--- src/rtl/mem_bist_ctrl.sv ---
// mem_bist_ctrl -- built-in self-test engine for a single-port memory.
//
// Drives the memory address/data/strobe pins directly and checks the read
// data. A run writes each location, reads it back and compares it, one
// address at a time. There are two passes: CLEAR (all zeros), then
// DATA=ADDRESS. Mismatches go into a saturating error counter, and a one-cycle
// done pulse ends the run, with pass valid from that point.
//
// Optional build macro:
//   MEM_BIST_INV_PHASE_EN  adds a third pass, INV_ADDR, that uses the
//                          pattern ~(DATA=ADDRESS).
//
// Ports:
//   clk           in   clock, all logic on the rising edge
//   rst           in   synchronous active-high reset
//   start         in   pulse, starts a run when idle
//   busy          out  high while a run is in progress
//   done          out  one-cycle pulse at the end of a run
//   pass          out  run finished with zero mismatches (held until next start)
//   err_count     out  saturating mismatch count for the current run
//   mem_addr      out  memory address
//   mem_data_in   out  memory write data
//   mem_write     out  memory write strobe
//   mem_read      out  memory read strobe
//   mem_data_out  in   memory read data, valid RD_LAT cycles after mem_read
module mem_bist_ctrl #(
    parameter int ADDR_WIDTH = 5,
    parameter int DATA_WIDTH = 8,
    parameter int RD_LAT     = 1,
    parameter int ERR_W      = 8
) (
    input  logic                  clk,
    input  logic                  rst,
    input  logic                  start,
    output logic                  busy,
    output logic                  done,
    output logic                  pass,
    output logic [ERR_W-1:0]      err_count,
    output logic [ADDR_WIDTH-1:0] mem_addr,
    output logic [DATA_WIDTH-1:0] mem_data_in,
    output logic                  mem_write,
    output logic                  mem_read,
    input  logic [DATA_WIDTH-1:0] mem_data_out
);

    localparam int EXT_W  = (ADDR_WIDTH > DATA_WIDTH) ? ADDR_WIDTH : DATA_WIDTH;
    localparam int WAIT_W = 16;

`ifdef MEM_BIST_INV_PHASE_EN
    localparam logic [1:0] LAST_PHASE = 2'd2;
`else
    localparam logic [1:0] LAST_PHASE = 2'd1;
`endif

    typedef enum logic [2:0] {
        S_IDLE,
        S_WR,
        S_RD,
        S_WAIT,
        S_CMP,
        S_DONE
    } state_t;

    state_t              state;
    logic [1:0]          phase;
    logic [WAIT_W-1:0]   wait_cnt;
    logic [DATA_WIDTH-1:0] expected;
    logic                mismatch;
    logic [ERR_W-1:0]    err_next;
    logic [ADDR_WIDTH-1:0] addr_next;

    // Test pattern for a phase/address pair. The address is zero-extended,
    // or truncated when it is wider than the data.
    function automatic logic [DATA_WIDTH-1:0] pattern(input logic [1:0] ph,
                                                      input logic [ADDR_WIDTH-1:0] a);
        logic [EXT_W-1:0]      ext;
        logic [DATA_WIDTH-1:0] base;
        ext  = EXT_W'(a);
        base = ext[DATA_WIDTH-1:0];
        case (ph)
            2'd0:    pattern = '0;
            2'd1:    pattern = base;
            default: pattern = ~base;
        endcase
    endfunction

    // Increment that sticks at all-ones.
    function automatic logic [ERR_W-1:0] sat_inc(input logic [ERR_W-1:0] c);
        sat_inc = (&c) ? c : c + 1'b1;
    endfunction

    assign expected  = pattern(phase, mem_addr);
    assign mismatch  = (mem_data_out != expected);
    assign err_next  = mismatch ? sat_inc(err_count) : err_count;
    assign addr_next = mem_addr + 1'b1;

    always_ff @(posedge clk) begin
        if (rst) begin
            state       <= S_IDLE;
            phase       <= 2'd0;
            wait_cnt    <= '0;
            busy        <= 1'b0;
            done        <= 1'b0;
            pass        <= 1'b0;
            err_count   <= '0;
            mem_addr    <= '0;
            mem_data_in <= '0;
            mem_write   <= 1'b0;
            mem_read    <= 1'b0;
        end else begin
            // Strobes and done are single-cycle unless a state re-asserts them.
            done      <= 1'b0;
            mem_write <= 1'b0;
            mem_read  <= 1'b0;
            case (state)
                S_IDLE: begin
                    if (start) begin
                        state       <= S_WR;
                        phase       <= 2'd0;
                        mem_addr    <= '0;
                        err_count   <= '0;
                        pass        <= 1'b0;
                        busy        <= 1'b1;
                        mem_write   <= 1'b1;
                        mem_data_in <= pattern(2'd0, '0);
                    end
                end
                S_WR: begin
                    mem_read <= 1'b1;
                    state    <= S_RD;
                end
                S_RD: begin
                    if (RD_LAT > 1) begin
                        state    <= S_WAIT;
                        wait_cnt <= WAIT_W'(RD_LAT - 2);
                    end else begin
                        state <= S_CMP;
                    end
                end
                S_WAIT: begin
                    if (wait_cnt == '0) begin
                        state <= S_CMP;
                    end else begin
                        wait_cnt <= wait_cnt - 1'b1;
                    end
                end
                S_CMP: begin
                    err_count <= err_next;
                    if (&mem_addr) begin
                        if (phase == LAST_PHASE) begin
                            state <= S_DONE;
                        end else begin
                            // The address wraps only here, at a phase change.
                            phase       <= phase + 2'd1;
                            mem_addr    <= '0;
                            state       <= S_WR;
                            mem_write   <= 1'b1;
                            mem_data_in <= pattern(phase + 2'd1, '0);
                        end
                    end else begin
                        mem_addr    <= addr_next;
                        state       <= S_WR;
                        mem_write   <= 1'b1;
                        mem_data_in <= pattern(phase, addr_next);
                    end
                end
                S_DONE: begin
                    // err_count already includes the final compare.
                    done  <= 1'b1;
                    busy  <= 1'b0;
                    pass  <= (err_count == '0);
                    state <= S_IDLE;
                end
                default: state <= S_IDLE;
            endcase
        end
    end

endmodule

--- config.mk ---
export PLATFORM = sky130hd
export DESIGN_NAME = mem_bist_ctrl
export DESIGN_NICKNAME = d
export VERILOG_FILES = /design/src/rtl/mem_bist_ctrl.sv
export SDC_FILE = /design/constraint.sdc
export NUM_CORES = 1
export LEC_CHECK = 0
export ABC_AREA = 1
export ABC_CLOCK_PERIOD_IN_PS = 4500
export BUFFER_PORTS_ARGS = -buffer_cell sky130_fd_sc_hd__buf_2
export CORE_UTILIZATION = 52
export CTS_BUF_LIST = sky130_fd_sc_hd__clkbuf_8
export DETAILED_ROUTE_END_ITERATION = 10
export GPL_ROUTABILITY_DRIVEN = 0
export PLACE_DENSITY_LB_ADDON = 0.12
export SLEW_MARGIN = 5
export SYNTH_ARGS = -nofsm -noshare
export SYNTH_HDL_FRONTEND = slang
export SYNTH_SLANG_ARGS = --single-unit
--- constraint.sdc ---
create_clock -name clk -period 4.5 [get_ports clk]
set_input_delay 0.9 -clock clk [delete_from_list [all_inputs] [get_ports clk]]
set_output_delay 0.9 -clock clk [all_outputs]
set_load 0.05 [all_outputs]
# Word level (Yosys, flattened, before mapping)
# Cells that the tools add are included.
[word_totals] register_bits=47 latchBits=0 mem_bits_rw=0 romBits=0 input_bits=11 out_inout_bits=26 word_cells=82 memories=0
[classes] n_addsub=4 multipliers=0 div_mod_pow=0 order_cmp=0 n_eq_ne=15 shift=0 n_mux=33 bitwise_logic=3 n_reduce_logical=16
[op_table] op="$pmux 8 s2" n=4
[op_table] op="$mux 8" n=6
[op_table] op="$logic_not 16->1" n=1
[op_table] op="$not 5->8" n=2
[op_table] op="$sub 16x1->16 const B" n=1
[op_table] op="$mux 5" n=3
[op_table] op="$pmux 3 s5" n=1
[op_table] op="$mux 3" n=4
[op_table] op="$ne 2x2->1 const B" n=6
[op_table] op="$pmux 5 s2" n=1
[op_table] op="$add 8x1->8 const B" n=1
[op_table] op="$logic_not 8->1" n=1
[op_table] op="$ne 8x8->1" n=1
[op_table] op="$reduce_and 4->1" n=2
[op_table] op="$reduce_and 8->1" n=1
[op_table] op="$mux 1" n=7
[op_table] op="$eq 3x2->1 const B" n=2
[op_table] op="$eq 3x3->1 const B" n=2
[op_table] op="$mux 2" n=3
[op_table] op="$pmux 1 s2" n=3
[op_table] op="$reduce_and 2->1" n=3
[op_table] op="$add 5x1->5 const B" n=1
[op_table] op="$reduce_and 5->1" n=1
[op_table] op="$eq 2x1->1 const B" n=2
[op_table] op="other kinds (10)" n=12

# Logic depth before layout (Yosys ltp)
[depth] depth_word=7 ltp_mapped=13 ltp_nobuf=13

# Worst setup path before layout
# OpenSTA, ideal clock, no wires.
[synth_path] path_type="register to register" startpoint="register mem_addr[1]" endpoint="register mem_data_in[3]" setup_time_ns=0.132 arrival_time_ns=1.916 required_ns=4.368 setup_slack_ns=2.451 path_stages_with_launch=12 path_buffers=0 period_less_slack_ns=2.049 cell_sequence="dfxtp_1 -> ha_1 -> nand2_1 -> nor2_1 -> ha_1 -> nand2_1 -> nand2_1 -> nand2_1 -> o211ai_1 -> inv_1 -> o21ai_0 -> a21oi_1"
[synth_via] elab_chain_cells=5 word_cells_on_any_way=8 classes_between="1 x add/sub; 1 x eq/ne; 3 x mux; 1 x bitwise; 2 x reduce/logical"
[synth_lines] item="start: declaration" line_no="39" source="output logic [ADDR_WIDTH-1:0] mem_addr,"
[synth_lines] item="start signal: assignment" line_no="161" source="mem_addr <= addr_next;"
[synth_lines] item="$add 5x1->5" line_no="95" source="assign addr_next = mem_addr + 1'b1;"
[synth_lines] item="$not 5->8" line_no="83" source="default: pattern = ~base;"
[synth_lines] item="$pmux 8 s2" line_no="80" source="case (ph)"
[synth_lines] item="$mux 8" line_no="149" source="if (&mem_addr) begin"
[synth_lines] item="$pmux 8 s2" line_no="115" source="case (state)"
[synth_lines] item="end signal: assignment" line_no="125" source="mem_data_in <= pattern(2'd0, '0);"
[synth_lines] item="end signal: assignment" line_no="158" source="mem_data_in <= pattern(phase + 2'd1, '0);"
[synth_lines] item="end signal: assignment" line_no="164" source="mem_data_in <= pattern(phase, addr_next);"
[synth_lines] item="end: declaration" line_no="40" source="output logic [DATA_WIDTH-1:0] mem_data_in,"
# Parallel ways exist; a longest one is shown, timed or not.
# A chain may end at the register's enable or synchronous reset.

# Worst setup path in the final report
[layout_path] startpoint="register phase[1]" endpoint="register err_count[4]"
[layout_via] elab_chain_cells=5 word_cells_on_any_way=6 classes_between="3 x eq/ne; 1 x mux; 2 x reduce/logical"
[layout_lines] item="start: declaration" line_no="65" source="logic [1:0] phase;"
[layout_lines] item="start signal: assignment" line_no="154" source="phase <= phase + 2'd1;"
[layout_lines] item="$eq 2x1->1 / $logic_not 2->1 (equally long branches)" line_no="80"
[layout_lines] item="$pmux 8 s2 (*)" line_no="80"
[layout_lines] item="$ne 8x8->1 (*)" line_no="93" source="assign mismatch = (mem_data_out != expected);"
[layout_lines] item="$ne 2x2->1 (no line) (*)"
[layout_lines] item="$reduce_and 4->1 (no line) (*)"
[layout_lines] item="end signal: assignment" line_no="148" source="err_count <= err_next;"
[layout_lines] item="end: declaration" line_no="38" source="output logic [ERR_W-1:0] err_count,"
# Every way passes the cells marked *; elsewhere a longest branch is shown, timed or not.

==> results.json <==
{
  "status": "completed",
  "top_level_ports": 37,
  "drc": 0,
  "clock_skew_ns": 0.00624,
  "maxCapViolCount": 0,
  "p_per_area_nw_per_um2": 323,
  "synth_warnings": 0,
  "crit_family": "simple AND/OR/NAND/NOR gates",
  "cp-end-kind": "flip-flop",
  "rsz0062_at_grt": "false",
  "wl_per_cell_um": 11.2,
  "grt_overflow": 0,
  "post-route-util_pct": 60.2,
  "portBuffers": 36,
  "post_synth_main_area_contributors": "dfxtp_1, nand2_1, inv_1, nand3_1, nor2_1",
  "clockRootBuffer": "clkbuf_8",
  "cp.arrival_ns": 2.26,
  "layout-drive-gt1-share_pct": 16.1,
  "grt_usage_pct": 22.4,
  "die_area_um2": 5200,
  "ir_worst_vdd_mv": 0.233,
  "finalHoldViolCount": 0,
  "path_cells": "inv_1 -> ha_1 -> nor2_4 -> o21ai_0 -> nand3_1 -> nor2_2 -> nand3_4 -> nand2_2 -> inv_2 -> nor2_1 -> nor2_1",
  "ant_nets": 0,
  "min_period_over_period_pct": 46.0,
  "synth.most_common_cell": "nand2_1",
  "cts_tree": "built",
  "synth_cell_types": 34,
  "slowest_delay_ns": 0.53,
  "grt-busiest-layer": "met2",
  "finalSetupViolCount": 0,
  "leakage_nw": 1.37,
  "grt_pass1_vias": 2158,
  "fin_setup_tns_ns": 0,
  "dp.cells": 481,
  "hold_path.class": "reg -> reg",
  "crit_top_cell": "nor2_1",
  "slew_viol_final": 0,
  "ctsResizeCount": 0,
  "vias": 2455,
  "period_needed_ns": 2.07,
  "path_buf_inv": 2,
  "fmax_ghz": 0.484,
  "drt-pass1-iter-count": 4,
  "hold_slack_ns": 0.463,
  "cts_max_level": 2,
  "synth_nets": 407,
  "grtUsageMet3_pct": 4.17,
  "crit_type": "reg -> reg",
  "cts_setup_buffers": 0,
  "antenna_cells": 0,
  "maxSlewHeadroom_pct": 59.5,
  "avgSynthCellArea_um2": 6.57,
  "clockBufferDepth": 2,
  "dieWidth_um": 72.1,
  "initial_core_util_pct": 54.1,
  "viasPerCell": 5.02,
  "cts_made_buffers": 5,
  "cts-hold-fix-buffers": 0,
  "dp_hpwl_um": 4110,
  "grt_pass1_wl_um": 9270,
  "worstPathRequired_ns": 4.69,
  "ys.flop_type": "dfxtp_1",
  "syn_inst": 389,
  "dpl_cell_area_um2": 2750,
  "synth_top_area_cell": "dfxtp_1",
  "synth_area_um2": 2550,
  "clk_pin_slew_ns": 0.09,
  "syn_to_final_growth_pct": 11.4,
  "dieHeight_um": 72.1,
  "clock_latency_ns": 0.29,
  "met2_usage_pct": 38.7,
  "coreArea_um2": 4720,
  "cp_slowest_cell": "ha_1",
  "ys_seq_area_share_pct": 35.3,
  "async_flop_share_pct": 0,
  "design_area_um2": 2850,
  "nFillCells": 461,
  "wl_um": 5500,
  "tightest_slew_ns": 0.607,
  "finalNonFillerCells": 489,
  "yosys-top-cells-count": "nand2_1, inv_1, dfxtp_1",
  "rows": 25,
  "fin_nets": 439,
  "synth-seq-cells": 45,
  "synth_top_area_share_pct": 35.3,
  "cp_max_fo": 15,
  "drt-initial-drc-count": 93,
  "synth_edf_count": 0,
  "clkSinkCount": 45,
  "antenna_found_initial": 0,
  "crit_path_start_kind": "flip-flop",
  "use_met1_pct": 28.9,
  "grt_max_degree": 27
}
[registers in the layout, indices dropped and copies added (netlist names)]
name	cells
mem_write	1
wait_cnt	16
busy	1
mem_read	1
mem_addr	5
err_count	8
state	3
mem_data_in	6
done	1
phase	2
pass	1
[per-layer routing]
layer  share of wire, %  vias up
li1                   -     1304
met1                 51     1104
met2                 46       43
met3                2.9        4
met4               0.76        0
met5                  0        -
[kinds of logic (layout without fill, tap and decap cells)]
logic type | Yosys count | in the layout | share of synthesized area [%]
simple gates | 207 | 207 | 36.5
buf+inv | 67 | 100 | 11.1
xor+xnor | 5 | 5 | 1.71
compound gates | 58 | 58 | 12.0
flops | 45 | 45 | 35.3
fa+ha+maj | 7 | 7 | 3.43
[final cells by class]
type / instances / area, µm² / share of cell area [%]
multi-input cells: 277 / 1370 / 48.2
clock inverters: 2 / 13.8 / 0.484
inverters: 56 / 213 / 7.48
flip-flops and latches: 45 / 901 / 31.7
repair buffers: 36 / 180 / 6.33
clock buffers: 6 / 82.6 / 2.90
well taps: 67 / 83.8 / 2.95
[worst min-delay path: stages, from the launching register on]
cell and delay [ns]:
dfxtp_1 0.31, nand2_1 0.06, a21oi_1 0.05
[worst paths after layout]
| check | from | cells past startpoint | slack [ns] | to |
|---|---|---|---|---|
| worst max-delay path | phase[1] | 11 | 2.43 | err_count[4] |
| worst min register to register | busy | 2 | 0.46 | busy |
| worst max register to register | phase[1] | 11 | 2.43 | err_count[4] |
| worst min-delay path | busy | 2 | 0.46 | busy |
[through the flow]
step	setup WS (ns)	total power, W
final	2.43	0.000920
after global routing	2.19	0.000971
after CTS	2.42	0.000928
after detailed placement	2.34	0.000667
after global placement	2.37	0.000662
after floorplan	2.45	0.000621
[report_power, final]
part           switching (W)  leakage, nW  internal, W
combinational       0.000161        0.957    0.0000639
sequential         0.0000174        0.365     0.000416
clock               0.000138       0.0512     0.000125
[placed cells by master, fill, tap and decap left out, types with 3 or more instances in the layout]
master	instances
inv_2	4
o21ai_0	22
nor4_1	3
nor3_1	6
inv_1	51
nand2_1	95
nand4_1	3
nor2_2	7
nand2_2	3
a21oi_1	27
clkbuf_8	6
ha_1	7
nor2_1	44
dfxtp_1	45
buf_2	36
xor2_1	4
nand3_1	35
Power figures use the tool's default switching activity.
